## config.mk

```make
export PLATFORM = sky130hd
export DESIGN_NAME = lcd_cmd_host
export DESIGN_NICKNAME = d
export VERILOG_FILES = /design/src/rtl/lcd_pkg.sv /design/src/rtl/lcd_cmd_host_cmd_fifo.sv /design/src/rtl/lcd_cmd_host.sv
export SDC_FILE = /design/constraint.sdc
export NUM_CORES = 1
export LEC_CHECK = 0
export CAP_MARGIN = 10
export CORE_MARGIN = 4
export CORE_UTILIZATION = 61
export CTS_CLUSTER_SIZE = 24
export DETAILED_ROUTE_END_ITERATION = 7
export PLACE_DENSITY_LB_ADDON = 0.25
export SETUP_SLACK_MARGIN = 0.15
export SYNTH_ARGS = -nofsm -noshare
export SYNTH_HDL_FRONTEND = slang
export SYNTH_SLANG_ARGS = --single-unit
```

## constraint.sdc

```tcl
create_clock -name clk -period 3.12 [get_ports clk]
set_clock_uncertainty 0.05 [all_clocks]
set_input_delay 0.78 -clock clk [delete_from_list [all_inputs] [get_ports clk]]
set_output_delay 0.78 -clock clk [all_outputs]
set_load 0.01 [all_outputs]
```

## src/rtl/lcd_pkg.sv

```systemverilog
// rtl/lcd_pkg.sv - shared LCD command codes, frame geometry and host FSM states
package lcd_pkg;

    localparam int LCD_ADDR_W     = 6;
    localparam int LCD_DATA_W     = 8;
    localparam int LCD_NPIX       = 64;
    localparam int LCD_CKSUM_W    = 16;
    localparam int LCD_FIFO_DEPTH = 4;
    localparam int LCD_CMD_W      = 3;

    typedef enum logic [LCD_CMD_W-1:0] {
        CMD_WRTBK = 3'd0,
        CMD_UP    = 3'd1,
        CMD_DN    = 3'd2,
        CMD_LF    = 3'd3,
        CMD_RT    = 3'd4,
        CMD_AVG   = 3'd5,
        CMD_MRR_X = 3'd6,
        CMD_MRR_Y = 3'd7
    } lcd_cmd_e;

    typedef enum logic [1:0] {
        ST_WAIT_RDY = 2'd0,
        ST_RUN      = 2'd1,
        ST_WB       = 2'd2,
        ST_FIN      = 2'd3
    } host_state_e;

endpackage

```

## src/rtl/lcd_cmd_host_cmd_fifo.sv

```systemverilog
// rtl/lcd_cmd_host_cmd_fifo.sv - small synchronous command FIFO
module cmd_fifo #(
    parameter int DEPTH = 4,
    parameter int WIDTH = 3
) (
    input  logic             clk,
    input  logic             resetn_i,
    input  logic             push_i,
    input  logic [WIDTH-1:0] push_data_i,
    input  logic             pop_i,
    output logic [WIDTH-1:0] head_o,
    output logic             full_o,
    output logic             empty_o
);

    localparam int PTR_W = $clog2(DEPTH);

    logic [WIDTH-1:0] mem_q [DEPTH];
    logic [PTR_W-1:0] wr_ptr_q, rd_ptr_q;
    logic [PTR_W:0]   count_q, count_d;
    logic             push_ok, pop_ok;

    assign full_o  = (count_q == (PTR_W+1)'(DEPTH));
    assign empty_o = (count_q == '0);
    assign head_o  = mem_q[rd_ptr_q];

    // A push into a full FIFO is dropped; popping an empty one does nothing.
    assign push_ok = push_i && !full_o;
    assign pop_ok  = pop_i && !empty_o;

    // Occupancy follows the accepted push/pop pair.
    always_comb begin
        count_d = count_q;
        case ({push_ok, pop_ok})
            2'b10:   count_d = count_q + 1'b1;
            2'b01:   count_d = count_q - 1'b1;
            default: count_d = count_q;
        endcase
    end

    // Pointer and occupancy registers.
    always_ff @(posedge clk) begin
        if (!resetn_i) begin
            wr_ptr_q <= '0;
            rd_ptr_q <= '0;
            count_q  <= '0;
        end else begin
            if (push_ok) wr_ptr_q <= wr_ptr_q + 1'b1;
            if (pop_ok)  rd_ptr_q <= rd_ptr_q + 1'b1;
            count_q <= count_d;
        end
    end

    // Entry storage; stale contents behind the pointers are never observed.
    always_ff @(posedge clk) begin
        if (push_ok) mem_q[wr_ptr_q] <= push_data_i;
    end

endmodule

```

## src/rtl/lcd_cmd_host.sv

```systemverilog
// rtl/lcd_cmd_host.sv - host command issuer and IRB write-back frame capture
module lcd_cmd_host
    import lcd_pkg::*;
#(
    parameter int FIFO_DEPTH = LCD_FIFO_DEPTH,
    parameter int ADDR_W     = LCD_ADDR_W,
    parameter int DATA_W     = LCD_DATA_W,
    parameter int NPIX       = LCD_NPIX,
    parameter int CKSUM_W    = LCD_CKSUM_W
) (
    input  logic               clk,
    input  logic               reset,
    input  logic [2:0]         host_cmd,
    input  logic               host_valid,
    output logic               host_ready,
    output logic [2:0]         cmd,
    output logic               cmd_valid,
    input  logic               busy,
    input  logic               done,
    input  logic               IRB_RW,
    input  logic [ADDR_W-1:0]  IRB_A,
    input  logic [DATA_W-1:0]  IRB_D,
    input  logic [ADDR_W-1:0]  rd_addr,
    output logic [DATA_W-1:0]  rd_data,
    output logic               frame_valid,
    output logic [CKSUM_W-1:0] cksum,
    output logic [6:0]         wr_count,
    output logic               err
);

    localparam int MEM_DEPTH = 1 << ADDR_W;

    host_state_e        state_q, state_d;
    logic [2:0]         cmd_q, cmd_d;
    logic               cmd_valid_q, cmd_valid_d;
    logic               frame_valid_q, frame_valid_d;
    logic [CKSUM_W-1:0] cksum_q, cksum_d;
    logic [6:0]         wr_count_q, wr_count_d;
    logic               err_q, err_d;
    logic [MEM_DEPTH-1:0] written_q, written_d;
    logic [DATA_W-1:0]  rd_data_q;
    logic [DATA_W-1:0]  mem_q [MEM_DEPTH];

    logic               fifo_pop, fifo_full, fifo_empty;
    logic [2:0]         fifo_head;
    logic               wr_en, pre_wb, enter_fin;

    cmd_fifo #(
        .DEPTH (FIFO_DEPTH),
        .WIDTH (3)
    ) u_cmd_fifo (
        .clk         (clk),
        .resetn_i    (reset),
        .push_i      (host_valid),
        .push_data_i (host_cmd),
        .pop_i       (fifo_pop),
        .head_o      (fifo_head),
        .full_o      (fifo_full),
        .empty_o     (fifo_empty)
    );

    assign host_ready  = ~fifo_full;
    assign cmd         = cmd_q;
    assign cmd_valid   = cmd_valid_q;
    assign frame_valid = frame_valid_q;
    assign cksum       = cksum_q;
    assign wr_count    = wr_count_q;
    assign err         = err_q;
    assign rd_data     = rd_data_q;

    // Once the frame is reported, the IRB port is no longer listened to.
    assign wr_en  = !IRB_RW && (state_q != ST_FIN);
    assign pre_wb = (state_q == ST_WAIT_RDY) || (state_q == ST_RUN);

    // Issue FSM: next state, FIFO pop and the registered command strobe.
    always_comb begin
        state_d     = state_q;
        fifo_pop    = 1'b0;
        cmd_d       = cmd_q;
        cmd_valid_d = 1'b0;
        case (state_q)
            ST_WAIT_RDY: begin
                if (done)       state_d = ST_FIN;
                else if (!busy) state_d = ST_RUN;
            end
            ST_RUN: begin
                if (done) begin
                    state_d = ST_FIN;
                end else if (!fifo_empty && !busy) begin
                    fifo_pop    = 1'b1;
                    cmd_d       = fifo_head;
                    cmd_valid_d = 1'b1;
                    if (fifo_head == CMD_WRTBK) state_d = ST_WB;
                end
            end
            ST_WB: begin
                if (done) state_d = ST_FIN;
            end
            default: state_d = ST_FIN;
        endcase
    end

    assign enter_fin     = (state_d == ST_FIN) && (state_q != ST_FIN);
    assign frame_valid_d = enter_fin;

    // Frame accounting: checksum, saturating write count, duplicate tracking, error.
    always_comb begin
        cksum_d    = cksum_q;
        wr_count_d = wr_count_q;
        written_d  = written_q;
        err_d      = err_q;
        if (wr_en) begin
            cksum_d    = cksum_q + CKSUM_W'(IRB_D);
            wr_count_d = (wr_count_q == 7'd127) ? wr_count_q : wr_count_q + 7'd1;
            written_d[IRB_A] = 1'b1;
            if (written_q[IRB_A] || pre_wb) err_d = 1'b1;
        end
        if (done && pre_wb) err_d = 1'b1;
        if (enter_fin && (wr_count_d != 7'(NPIX))) err_d = 1'b1;
    end

    // Control and report registers.
    always_ff @(posedge clk) begin
        if (!reset) begin
            state_q       <= ST_WAIT_RDY;
            cmd_q         <= '0;
            cmd_valid_q   <= 1'b0;
            frame_valid_q <= 1'b0;
            cksum_q       <= '0;
            wr_count_q    <= '0;
            err_q         <= 1'b0;
            written_q     <= '0;
            rd_data_q     <= '0;
        end else begin
            state_q       <= state_d;
            cmd_q         <= cmd_d;
            cmd_valid_q   <= cmd_valid_d;
            frame_valid_q <= frame_valid_d;
            cksum_q       <= cksum_d;
            wr_count_q    <= wr_count_d;
            err_q         <= err_d;
            written_q     <= written_d;
            rd_data_q     <= mem_q[rd_addr];
        end
    end

    // Capture buffer; contents are not cleared by reset.
    always_ff @(posedge clk) begin
        if (wr_en) mem_q[IRB_A] <= IRB_D;
    end

endmodule
```

==> results.md, run 1 <==
- Result of the run: finished clean
- Final-report max-slew violation count: 0
- Bufs on Longest Clock Path: 3
- Number of buffers inserted by post-CTS setup repair: 0
- First-pass GRT wire length: 87,200 um
- Synthesized-area fraction occupied by and/or/nand/nor cells: 5.94%
- Worst-Margin Slew: 0.750 ns
- Period utilisation layout: 85.8%
- Synth Area in Adders: 0.860%
- DP Wirelength: 35,600 um
- Most common flop cell mapped by yosys: edfxtp_1
- Y dimension of the die: 211 um
- Mapped Area: 25,000 um^2
- Number of cells on the worst hold path: 2
- Startpoint of the lowest-slack hold path: written_q[21]$_SDFFE_PN0P_
- Required time of the critical path: 2.29 ns
- Number of unique standard cell types used by synthesis: 57
- Average instance area after synthesis: 18.0 um^2
- Count of hold-fix buffers inserted at cts: 0
- DRC violations left: 0
- Area of the die: 44,300 um^2
- M2 GR Usage: 42.8%
- Total GRT Usage: 26.3%
- Clock buffer count from CTS: 59
- RSZ-0062 raised after global routing: false
- Via count: 13,656
- Worst hold path type: flop to flop
- Horiz. Die Dim: 211 um
- VDD IR-drop max: 0.442 mV
- Number of synthesized flops with an enable pin: 524
- Synthesized instance count: 1,392
- Start-to-end type of the worst setup path: flop to output pin
- Fillers: 2,427
- Final cell utilization of the core: 72.6%
- Number of top-level design ports: 67
- Multiplexer area fraction after synthesis: 16.6%
- Detailed Route WL: 57,400 um
- Category of the worst setup path launch point: flop
- Final-report hold violation count: 0
- Peak Freq: 374 MHz
- Root buffer cell: clkbuf_16
- Sequential fraction of the synthesis area: 71.8%
- Chain of cells forming the critical path: inv_1 -> nand3_1 -> clkdlybuf4s50_1
- Delay of the slowest cell on the worst path: 0.58 ns
- Max_cap viols: 0
- Standby leakage power: 9.75 nW
- Antenna cell count: 0
- IO Port Bufs: 66
- Count of nets after finishing: 1,638
- Initial cell density of the core: 62.3%
- Area overhead of the layout relative to synthesis: 16.6%
- Net Count, Synth: 1,437
- Final estimated routing congestion in global placement: 0.935
- Antenna violations before repair: 1
- Via count of the first global-routing pass: 13,817
- Buffers & Inverters on Critical Path: 2
- Ys async rst share: 0%
- Global routing usage on met3: 4.45%
- Vias per cell: 6.30
- Count of state elements after synthesis: 636
- H-tree level count: 2
- Kind of end point of the critical path: output pin
- Cell with the biggest individual delay on the critical path: clkdlybuf4s50_1
- Reg2Reg Setup Slack: 0.65 ns
- Routed len/inst: 26.4 um
- Final setup fails: 0
- Clock tree from TritonCTS: built
- Number of clock sinks: 636
- Min cycle time layout: 2.68 ns
- Worst Path Arrival: 1.85 ns
- Commonest cells after routing, fill and taps aside: edfxtp_1, nor2_1, mux4_2
- Complex-gate fraction of the synthesized area: 2.65%
- Core Rows: 73
- Final Cell Area: 29,200 um^2
- Layout cell share with drive strength beyond 1: 26.9%
- Resized Gates After CTS: 0
- Number of DRC markers after the initial detailed-route iteration: 1,563
- Area share of xor/xnor cells in the synthesized design: 0.455%
- Maximum fanout along the worst path: 6
- Count of nets left with antenna violations after detail routing: 0
- Category of cells accounting for the largest share of critical-path delay: buffers and inverters
- Max_slew headroom: 50.0%
- Most frequent standard cell in the layout excluding fill and tap cells: edfxtp_1
- Depth of the most critical reg-to-reg path: 9
- Power Dens Cells: 604 nW/um^2
- Largest net degree at the start of global routing: 65
- Largest family of logic cells by synthesized area: multiplexers
- Most used routing layer: met2
- Area after DPL: 27,200 um^2
- Capture point of the worst reg-to-reg path: cksum[12]$_SDFFE_PN0P_
- Yosys synthesis warning count: 0
- Total iterations of the first detailed-routing run: 5
- R2R Path Start: cksum[0]$_SDFFE_PN0P_
- Core outline area: 40,200 um^2
- Sink of the worst hold path: written_q[21]$_SDFFE_PN0P_
- Clock latency on the worst-skew pair: 0.61 ns
- Clk pin slew, worst setup/hold paths: 0.07 ns
- Global route total overflow: 0
- Met1 usage in global routing: 37.9%
[sequential cells by signal, indices dropped and copies added (netlist names), 3 cells and up, named ones only]
signal,cells
mem_q,512
written_q,64
cksum,16
u_cmd_fifo.mem_q,12
rd_data,8
wr_count,7
cmd,3
u_cmd_fifo.count_q,3
[metrics by stage]
stage / total power, W / TNS [ns] / setup slack [ns] / hold WS, ns / std cells
2_1_floorplan: 0.0101 / 0 / 0.394 / 0.382 / 1392
3_3_place_gp: 0.0106 / 0 / 0.0477 / 0.395 / 2057
3_5_place_dp: 0.0107 / -0.0759 / -0.0303 / 0.402 / 2057
4_1_cts: 0.0177 / 0 / 0.429 / 0.417 / 2169
5_1_grt: 0.0182 / 0 / 0.347 / 0.438 / 2169
6_report: 0.0176 / 0 / 0.444 / 0.412 / 2169
[kinds of logic after synthesis]
group | after synthesis
buf+inv | 94
flops | 636
simple gates | 326
fa+ha+maj | 16
compound gates | 102
mux | 205
xor+xnor | 13
[power by group]
| part | internal (W) | switching, W |
|---|---|---|
| clock network | 0.00406 | 0.00308 |
| logic | 0.000512 | 0.000642 |
| registers | 0.00928 | 0.0000565 |
[worst max-delay path by stage]
stage                     slack [ns]                          startpoint                                 end  depth (start not counted)
final                           0.44  u_cmd_fifo.count_q[0]$_SDFFE_PN0P_                          host_ready                          3
after global routing            0.35               cksum[0]$_SDFFE_PN0P_              cksum[12]$_SDFFE_PN0P_                          9
after CTS                       0.43  u_cmd_fifo.count_q[0]$_SDFFE_PN0P_                          host_ready                          3
after detailed placement       -0.03                            IRB_A[1]                    err$_SDFFE_PN0P_                          8
after global placement          0.05                            IRB_A[0]              mem_q[21][7]$_DFFE_PP_                          7
after floorplan                 0.39                                busy  u_cmd_fifo.count_q[2]$_SDFFE_PN0P_                          9
[worst reg2reg max path: stages (launching register included)]
cell      delay, ns
dfxtp_1        0.37
ha_1           0.18
inv_1          0.05
fa_1           0.39
nor2b_1        0.14
o21ai_0        0.10
a21boi_0       0.25
o21ai_0        0.29
a211oi_1       0.37
mux2i_1        0.22
[cell type report]
cell class / instances / area (um^2) / share of cell area (%)
Sequential cell: 636 / 18000 / 61.6
Multi-Input combinational cell: 662 / 6640 / 22.8
Timing Repair Buffer: 214 / 1880 / 6.44
Clock buffer: 81 / 1700 / 5.82
Tap cell: 525 / 657 / 2.25
Clock inverter: 31 / 251 / 0.862
Inverter: 20 / 75.1 / 0.257
[routing by layer]
layer	routed length [um]	vias to the layer above	share of wire, %
met5	0	-	0
met4	1620	0	2.8
met3	4740	94	8.3
met2	28500	673	50
met1	22500	6975	39
li1	-	5914	-
[cells in the mapped netlist (4+ instances only)]
master / number / share of area (%)
xor2_1: 8 / 0.28
buf_4: 8 / 0.24
buf_1: 12 / 0.18
nand3b_1: 5 / 0.15
nand4b_1: 4 / 0.14
inv_1: 20 / 0.30
mux2i_1: 26 / 1.0
buf_2: 17 / 0.34
or3_1: 5 / 0.12
and3_1: 11 / 0.27
o21ai_0: 18 / 0.36
nor2b_1: 4 / 0.10
or4_1: 4 / 0.12
a31oi_1: 7 / 0.17
mux2_2: 12 / 0.54
dfxtp_1: 112 / 9.0
clkbuf_1: 35 / 0.52
o21a_1: 12 / 0.36
edfxtp_1: 524 / 63
a21oi_1: 21 / 0.42
ha_1: 14 / 0.70
mux4_2: 167 / 15
nand4_1: 5 / 0.12
nor3_1: 5 / 0.10
a21boi_0: 4 / 0.12
nor3b_1: 6 / 0.18
nand2_1: 38 / 0.57
nand2b_1: 8 / 0.20
nor2_1: 201 / 3.0
xnor2_1: 5 / 0.17
nand3_1: 13 / 0.26
a211oi_1: 7 / 0.21
o22ai_1: 10 / 0.25
No activity file was read; power rests on OpenSTA's default activity.
==> run 2, diff against run 1 <==
- PLACE_DENSITY: default -> 0.76
- PLACE_DENSITY_LB_ADDON: 0.25 -> default
==> results.md, run 2 (same netlist as run 1, synthesis figures left out) <==
- Result of the run: finished clean
- Final-report hold violation count: 0 (unchanged)
- Depth of the most critical reg-to-reg path: 9 (unchanged)
- Number of DRC markers after the initial detailed-route iteration: 1,514 (-3.1%)
- Clk pin slew, worst setup/hold paths: 0.06 ns (about the same)
- Vias per cell: 6.26 (-0.51%)
- Period utilisation layout: 85.7% (-0.10 points)
- Reg2Reg Setup Slack: 0.67 ns (+0.02 ns)
- Sink of the worst hold path: mem_q[30][2]$_DFFE_PP_
- Number of clock sinks: 636 (unchanged)
- Area overhead of the layout relative to synthesis: 16.7% (about the same)
- Root buffer cell: clkbuf_16
- Total GRT Usage: 26.1% (-0.26 points)
- Number of buffers inserted by post-CTS setup repair: 0 (unchanged)
- Area of the die: 44,300 um^2 (unchanged)
- Core Rows: 73 (unchanged)
- First-pass GRT wire length: 86,100 um (-1.2%)
- Total iterations of the first detailed-routing run: 5 (unchanged)
- Start-to-end type of the worst setup path: flop to output pin
- Max_cap viols: 0 (unchanged)
- Layout cell share with drive strength beyond 1: 26.1% (-0.84 points)
- Count of hold-fix buffers inserted at cts: 0 (unchanged)
- Antenna cell count: 0 (unchanged)
- Startpoint of the lowest-slack hold path: IRB_D[2]
- Most flops, register: mem_q
- Count of nets left with antenna violations after detail routing: 0 (unchanged)
- Initial cell density of the core: 62.3% (unchanged)
- Maximum fanout along the worst path: 6 (unchanged)
- Capture point of the worst reg-to-reg path: cksum[12]$_SDFFE_PN0P_
- Final estimated routing congestion in global placement: 0.935 (about the same)
- Number of flip-flops in the largest register: 512 (unchanged)
- DP Wirelength: 35,100 um (-1.4%)
- Via count of the first global-routing pass: 13,827 (+0.072%)
- Y dimension of the die: 211 um (unchanged)
- Resized Gates After CTS: 0 (unchanged)
- Via count: 13,511 (-1.1%)
- Required time of the critical path: 2.29 ns (about the same)
- Clock buffer count from CTS: 60 (+1.7%)
- Final-report max-slew violation count: 0 (unchanged)
- Smallest hold slack: 0.398 ns (-0.0134 ns)
- Largest net degree at the start of global routing: 65 (unchanged)
- Final cell utilization of the core: 72.7% (about the same)
- IO Port Bufs: 66 (unchanged)
- Core outline area: 40,200 um^2 (unchanged)
- Worst hold path type: input pin to flop
- Horiz. Die Dim: 211 um (unchanged)
- Final setup fails: 0 (unchanged)
- DRC violations left: 0 (unchanged)
- H-tree level count: 2 (unchanged)
- Category of the worst setup path launch point: flop
- Standby leakage power: 9.72 nW (-0.25%)
- Number of top-level design ports: 67 (unchanged)
- Min cycle time layout: 2.67 ns (-0.00323 ns)
- Routed len/inst: 26.4 um (-0.34%)
- Kind of end point of the critical path: output pin
- Global route total overflow: 0 (unchanged)
- Bufs on Longest Clock Path: 3 (unchanged)
- RSZ-0062 raised after global routing: false
- Max_slew headroom: 48.2% (-1.8 points)
- Count of nets after finishing: 1,628 (-0.61%)
- VDD IR-drop max: 0.430 mV (-2.8%)
- R2R Path Start: cksum[0]$_SDFFE_PN0P_
- Worst-Margin Slew: 0.777 ns (+0.0269 ns)
- Peak Freq: 374 MHz (+0.12%)
- Commonest cells after routing, fill and taps aside: edfxtp_1, nor2_1, mux4_2
- Clock tree from TritonCTS: built
- Number of cells on the worst hold path: 1 (-1)
- Clock latency on the worst-skew pair: 0.62 ns (about the same)
- Power Dens Cells: 614 nW/um^2 (+1.6%)
- Antenna violations before repair: 2 (+1)
- Detailed Route WL: 56,900 um (-0.89%)
- Worst Path Arrival: 1.84 ns (about the same)
- Most frequent standard cell in the layout excluding fill and tap cells: edfxtp_1
-- run 2: per-layer routing --
metal	up-vias	share of wire (%)	track usage [%]
li1	5888	-	-
met1	6897	39	36.4
met2	608	50	42.4
met3	114	7.9	4.96
met4	4	3.3	8.96
met5	-	0.037	0
-- run 2: how the worst max path moves through the flow --
| stage | from | to | slack, ns | cells after the start |
|---|---|---|---|---|
| finish | u_cmd_fifo.count_q[0]$_SDFFE_PN0P_ | host_ready | 0.45 | 3 |
| global route | u_cmd_fifo.count_q[0]$_SDFFE_PN0P_ | host_ready | 0.33 | 3 |
| CTS | u_cmd_fifo.count_q[0]$_SDFFE_PN0P_ | host_ready | 0.41 | 3 |
| detailed placement | IRB_A[0] | mem_q[49][1]$_DFFE_PP_ | -0.06 | 8 |
| global placement | IRB_A[0] | mem_q[49][1]$_DFFE_PP_ | -0.04 | 8 |
| floorplan | busy | u_cmd_fifo.count_q[2]$_SDFFE_PN0P_ | 0.39 | 9 |
-- run 2: metrics by stage --
step / instance area, um^2 / cells / power, W / worst slack (ns) / TNS, ns
6_report: 29200 / 2157 / 0.0179 / 0.448 / 0
5_1_grt: 29200 / 2157 / 0.0185 / 0.333 / 0
4_1_cts: 29200 / 2157 / 0.0180 / 0.413 / 0
3_5_place_dp: 27200 / 2046 / 0.0107 / -0.0628 / -0.500
3_3_place_gp: 27200 / 2046 / 0.0106 / -0.0434 / -0.344
2_1_floorplan: 25000 / 1392 / 0.0101 / 0.394 / 0
-- run 2: cell type report --
| cell class | count | area, um^2 |
|---|---|---|
| sequential | 636 | 18000 |
| clock inverter | 28 | 333 |
| inverter | 20 | 75.1 |
| fill | 2361 | 11000 |
| multi-input combinational | 662 | 6640 |
| tap | 525 | 657 |
| clock buffer | 83 | 1690 |
| timing repair buffer | 203 | 1830 |
-- run 2: worst max-delay path, stage by stage (launching register included) --
cell             delay, ns
dfxtp_1               0.36
inv_1                 0.09
nand3_1               0.21
clkdlybuf4s50_1       0.59
-- run 2: power breakdown --
group | total, W | internal, W | switching, W
Combinational | 0.00115 | 0.000510 | 0.000643
Sequential | 0.00933 | 0.00928 | 0.0000544
Clock | 0.00743 | 0.00435 | 0.00308
Total | 0.0179 | 0.0141 | 0.00378
==> run 3, diff against run 2 <==
- clock period: 3.12 -> 2.94 ns (I/O delays scaled with it)
==> results.md, run 3 (same netlist as run 1, synthesis figures left out) <==
- Result of the run: finished clean
- Y dimension of the die: 211 um (unchanged)
- Core Rows: 73 (unchanged)
- Horiz. Die Dim: 211 um (unchanged)
- First-pass GRT wire length: 87,600 um (+1.8%)
- VDD IR-drop max: 0.472 mV (+9.8%)
- Standby leakage power: 9.83 nW (+1.1%)
- Worst-Margin Slew: 0.753 ns (-0.0237 ns)
- Category of the worst setup path launch point: flop
- Antenna violations before repair: 2 (unchanged)
- Number of DRC markers after the initial detailed-route iteration: 1,419 (-6.3%)
- Detailed Route WL: 57,300 um (+0.86%)
- Most frequent standard cell in the layout excluding fill and tap cells: edfxtp_1
- Number of clock sinks: 636 (unchanged)
- Commonest cells after routing, fill and taps aside: edfxtp_1, nor2_1, mux4_2
- Most used routing layer: met2
- Number of flip-flops in the largest register: 512 (unchanged)
- M2 GR Usage: 42.0% (-0.40 points)
- Via count of the first global-routing pass: 14,069 (+1.8%)
- Final cell utilization of the core: 73.1% (+0.41 points)
- Resized Gates After CTS: 0 (unchanged)
- Clk pin slew, worst setup/hold paths: 0.06 ns (about the same)
- Combinational Power Share: 6.6% (+0.2 points)
- Global routing usage on met3: 5.16% (+0.21 points)
- Largest net degree at the start of global routing: 65 (unchanged)
- Final setup fails: 0 (unchanged)
- Routed len/inst: 26.3 um (-0.25%)
- Total GRT Usage: 26.5% (+0.39 points)
- Bufs on Longest Clock Path: 3 (unchanged)
- H-tree level count: 2 (unchanged)
- Worst Path Arrival: 1.82 ns (-0.02 ns)
- Core outline area: 40,200 um^2 (unchanged)
- Internal power consumption: 0.0149 W (+5.4%)
- Start-to-end type of the worst setup path: flop to output pin
- Power Dens Cells: 644 nW/um^2 (+5.0%)
- Count of nets left with antenna violations after detail routing: 0 (unchanged)
- Clock group share of total power: 41.1% (-0.4 points)
- Period utilisation layout: 88.6%
- Category of cells accounting for the largest share of critical-path delay: buffers and inverters
- Number of top-level design ports: 67 (unchanged)
- Area overhead of the layout relative to synthesis: 17.3%
- Buffers & Inverters on Critical Path: 2 (unchanged)
- Fillers: 2,393 (+1.4%)
- Clock tree from TritonCTS: built
- Maximum fanout along the worst path: 6 (unchanged)
- Number of buffers inserted by post-CTS setup repair: 0 (unchanged)
- Kind of end point of the critical path: output pin
- Sw Share: 21.2% (+0.077 points)
- Area of the die: 44,300 um^2 (unchanged)
- Cell with the biggest individual delay on the critical path: clkdlybuf4s50_1
- Switching component of the power: 0.00400 W (+5.9%)
- Worst hold path type: input pin to flop
- Sequential power share: 52.4% (+0.3 points)
- Chain of cells forming the critical path: inv_1 -> nand3_1 -> clkdlybuf4s50_1
- IO Port Bufs: 66 (unchanged)
- DRC violations left: 0 (unchanged)
- Global route total overflow: 0 (unchanged)
- Vias per cell: 6.26 (about the same)
- Max_cap viols: 0 (unchanged)
- Root buffer cell: clkbuf_16
- Count of nets after finishing: 1,647 (+1.2%)
- Final-report max-slew violation count: 0 (unchanged)
- Initial cell density of the core: 62.3% (unchanged)
- Delay of the slowest cell on the worst path: 0.58 ns (about the same)
- Most flops, register: mem_q
- Via count: 13,658 (+1.1%)
- Count of hold-fix buffers inserted at cts: 0 (unchanged)
- DP Wirelength: 35,800 um (+1.9%)
- Peak Freq: 384 MHz
- Met1 usage in global routing: 37.3% (+0.86 points)
- Clock buffer count from CTS: 61 (+1.7%)
- Max_slew headroom: 49.8% (+1.6 points)
- Smallest hold slack: 0.358 ns (-0.0398 ns)
- Final estimated routing congestion in global placement: 0.951 (+1.8%)
- Final-report hold violation count: 0 (unchanged)
- Total iterations of the first detailed-routing run: 5 (unchanged)
- RSZ-0062 raised after global routing: false
- Min cycle time layout: 2.61 ns
- Layout cell share with drive strength beyond 1: 27.1% (+1.0 points)
- Clock latency on the worst-skew pair: 0.62 ns (about the same)
- Required time of the critical path: 2.15 ns (-0.14 ns)
-- run 3: changes by cell type in the layout (fill, tap and decap cells not counted) --
| cell | delta |
|---|---|
| bufinv_16 | -3 |
| clkinv_1 | +6 |
| diode_2 | +1 |
| clkinvlp_2 | -1 |
| clkinv_8 | -1 |
| clkbuf_1 | -6 |
| clkinvlp_4 | +2 |
| clkinv_2 | +5 |
| clkbuf_16 | +3 |
| buf_12 | +2 |
| buf_4 | +16 |
-- run 3: cell type report --
class | instances | area (um^2) | share of cell area [%]
antenna | 1 | 2.50 | 0.00852
clock buffer | 80 | 1740 | 5.93
clock inverter | 36 | 284 | 0.967
inverter | 20 | 75.1 | 0.256
multi-input combinational | 662 | 6640 | 22.6
sequential | 636 | 18000 | 61.2
tap | 525 | 657 | 2.24
timing repair buffer | 221 | 1990 | 6.79
-- run 3: path summary, 6_finish.rpt --
| kind | startpoint | to | slack (ns) | cells past startpoint |
|---|---|---|---|---|
| worst max-delay path | u_cmd_fifo.count_q[0]$_SDFFE_PN0P_ | host_ready | 0.33 | 3 |
| worst min-delay path | IRB_D[2] | mem_q[30][2]$_DFFE_PP_ | 0.36 | 1 |
| worst max register to register | cksum[0]$_SDFFE_PN0P_ | cksum[8]$_SDFFE_PN0P_ | 0.55 | 9 |
| worst min register to register | written_q[24]$_SDFFE_PN0P_ | written_q[24]$_SDFFE_PN0P_ | 0.42 | 2 |
-- run 3: per-stage QoR --
step                      setup TNS [ns]  instance area (um^2)  worst slack (ns)  power, W  std cells
after global placement             -1.63                 27300           -0.0603    0.0113       2064
after CTS                              0                 29400             0.285    0.0190       2180
after floorplan                        0                 25000             0.259    0.0107       1392
after detailed placement           -5.13                 27300            -0.108    0.0113       2064
after global routing                   0                 29400             0.200    0.0195       2180
final                                  0                 29400             0.335    0.0189       2181
-- run 3: power groups by stage --
stage / clock (W) / combinational [W] / sequential, W
6_report: 0.00777 / 0.00124 / 0.00990
5_1_grt: 0.00829 / 0.00133 / 0.00991
4_1_cts: 0.00788 / 0.00124 / 0.00990
3_5_place_dp: 0 / 0.00123 / 0.0101
3_3_place_gp: 0 / 0.00121 / 0.0101
2_1_floorplan: 0 / 0.000655 / 0.0101
-- run 3: per-layer routing --
layer | vias up | share of wire [%]
met5 | - | 0.021
met4 | 2 | 3.9
met3 | 111 | 7.6
met2 | 599 | 49
met1 | 7015 | 40
li1 | 5931 | -
-- run 3: worst register-to-register path, stage by stage (launching register included) --
cell,delay (ns)
dfxtp_1,0.37
ha_1,0.19
inv_1,0.06
fa_1,0.37
nor2b_1,0.11
o21ai_0,0.10
a21boi_0,0.23
o21ai_0,0.27
a211oi_1,0.34
mux2i_1,0.22
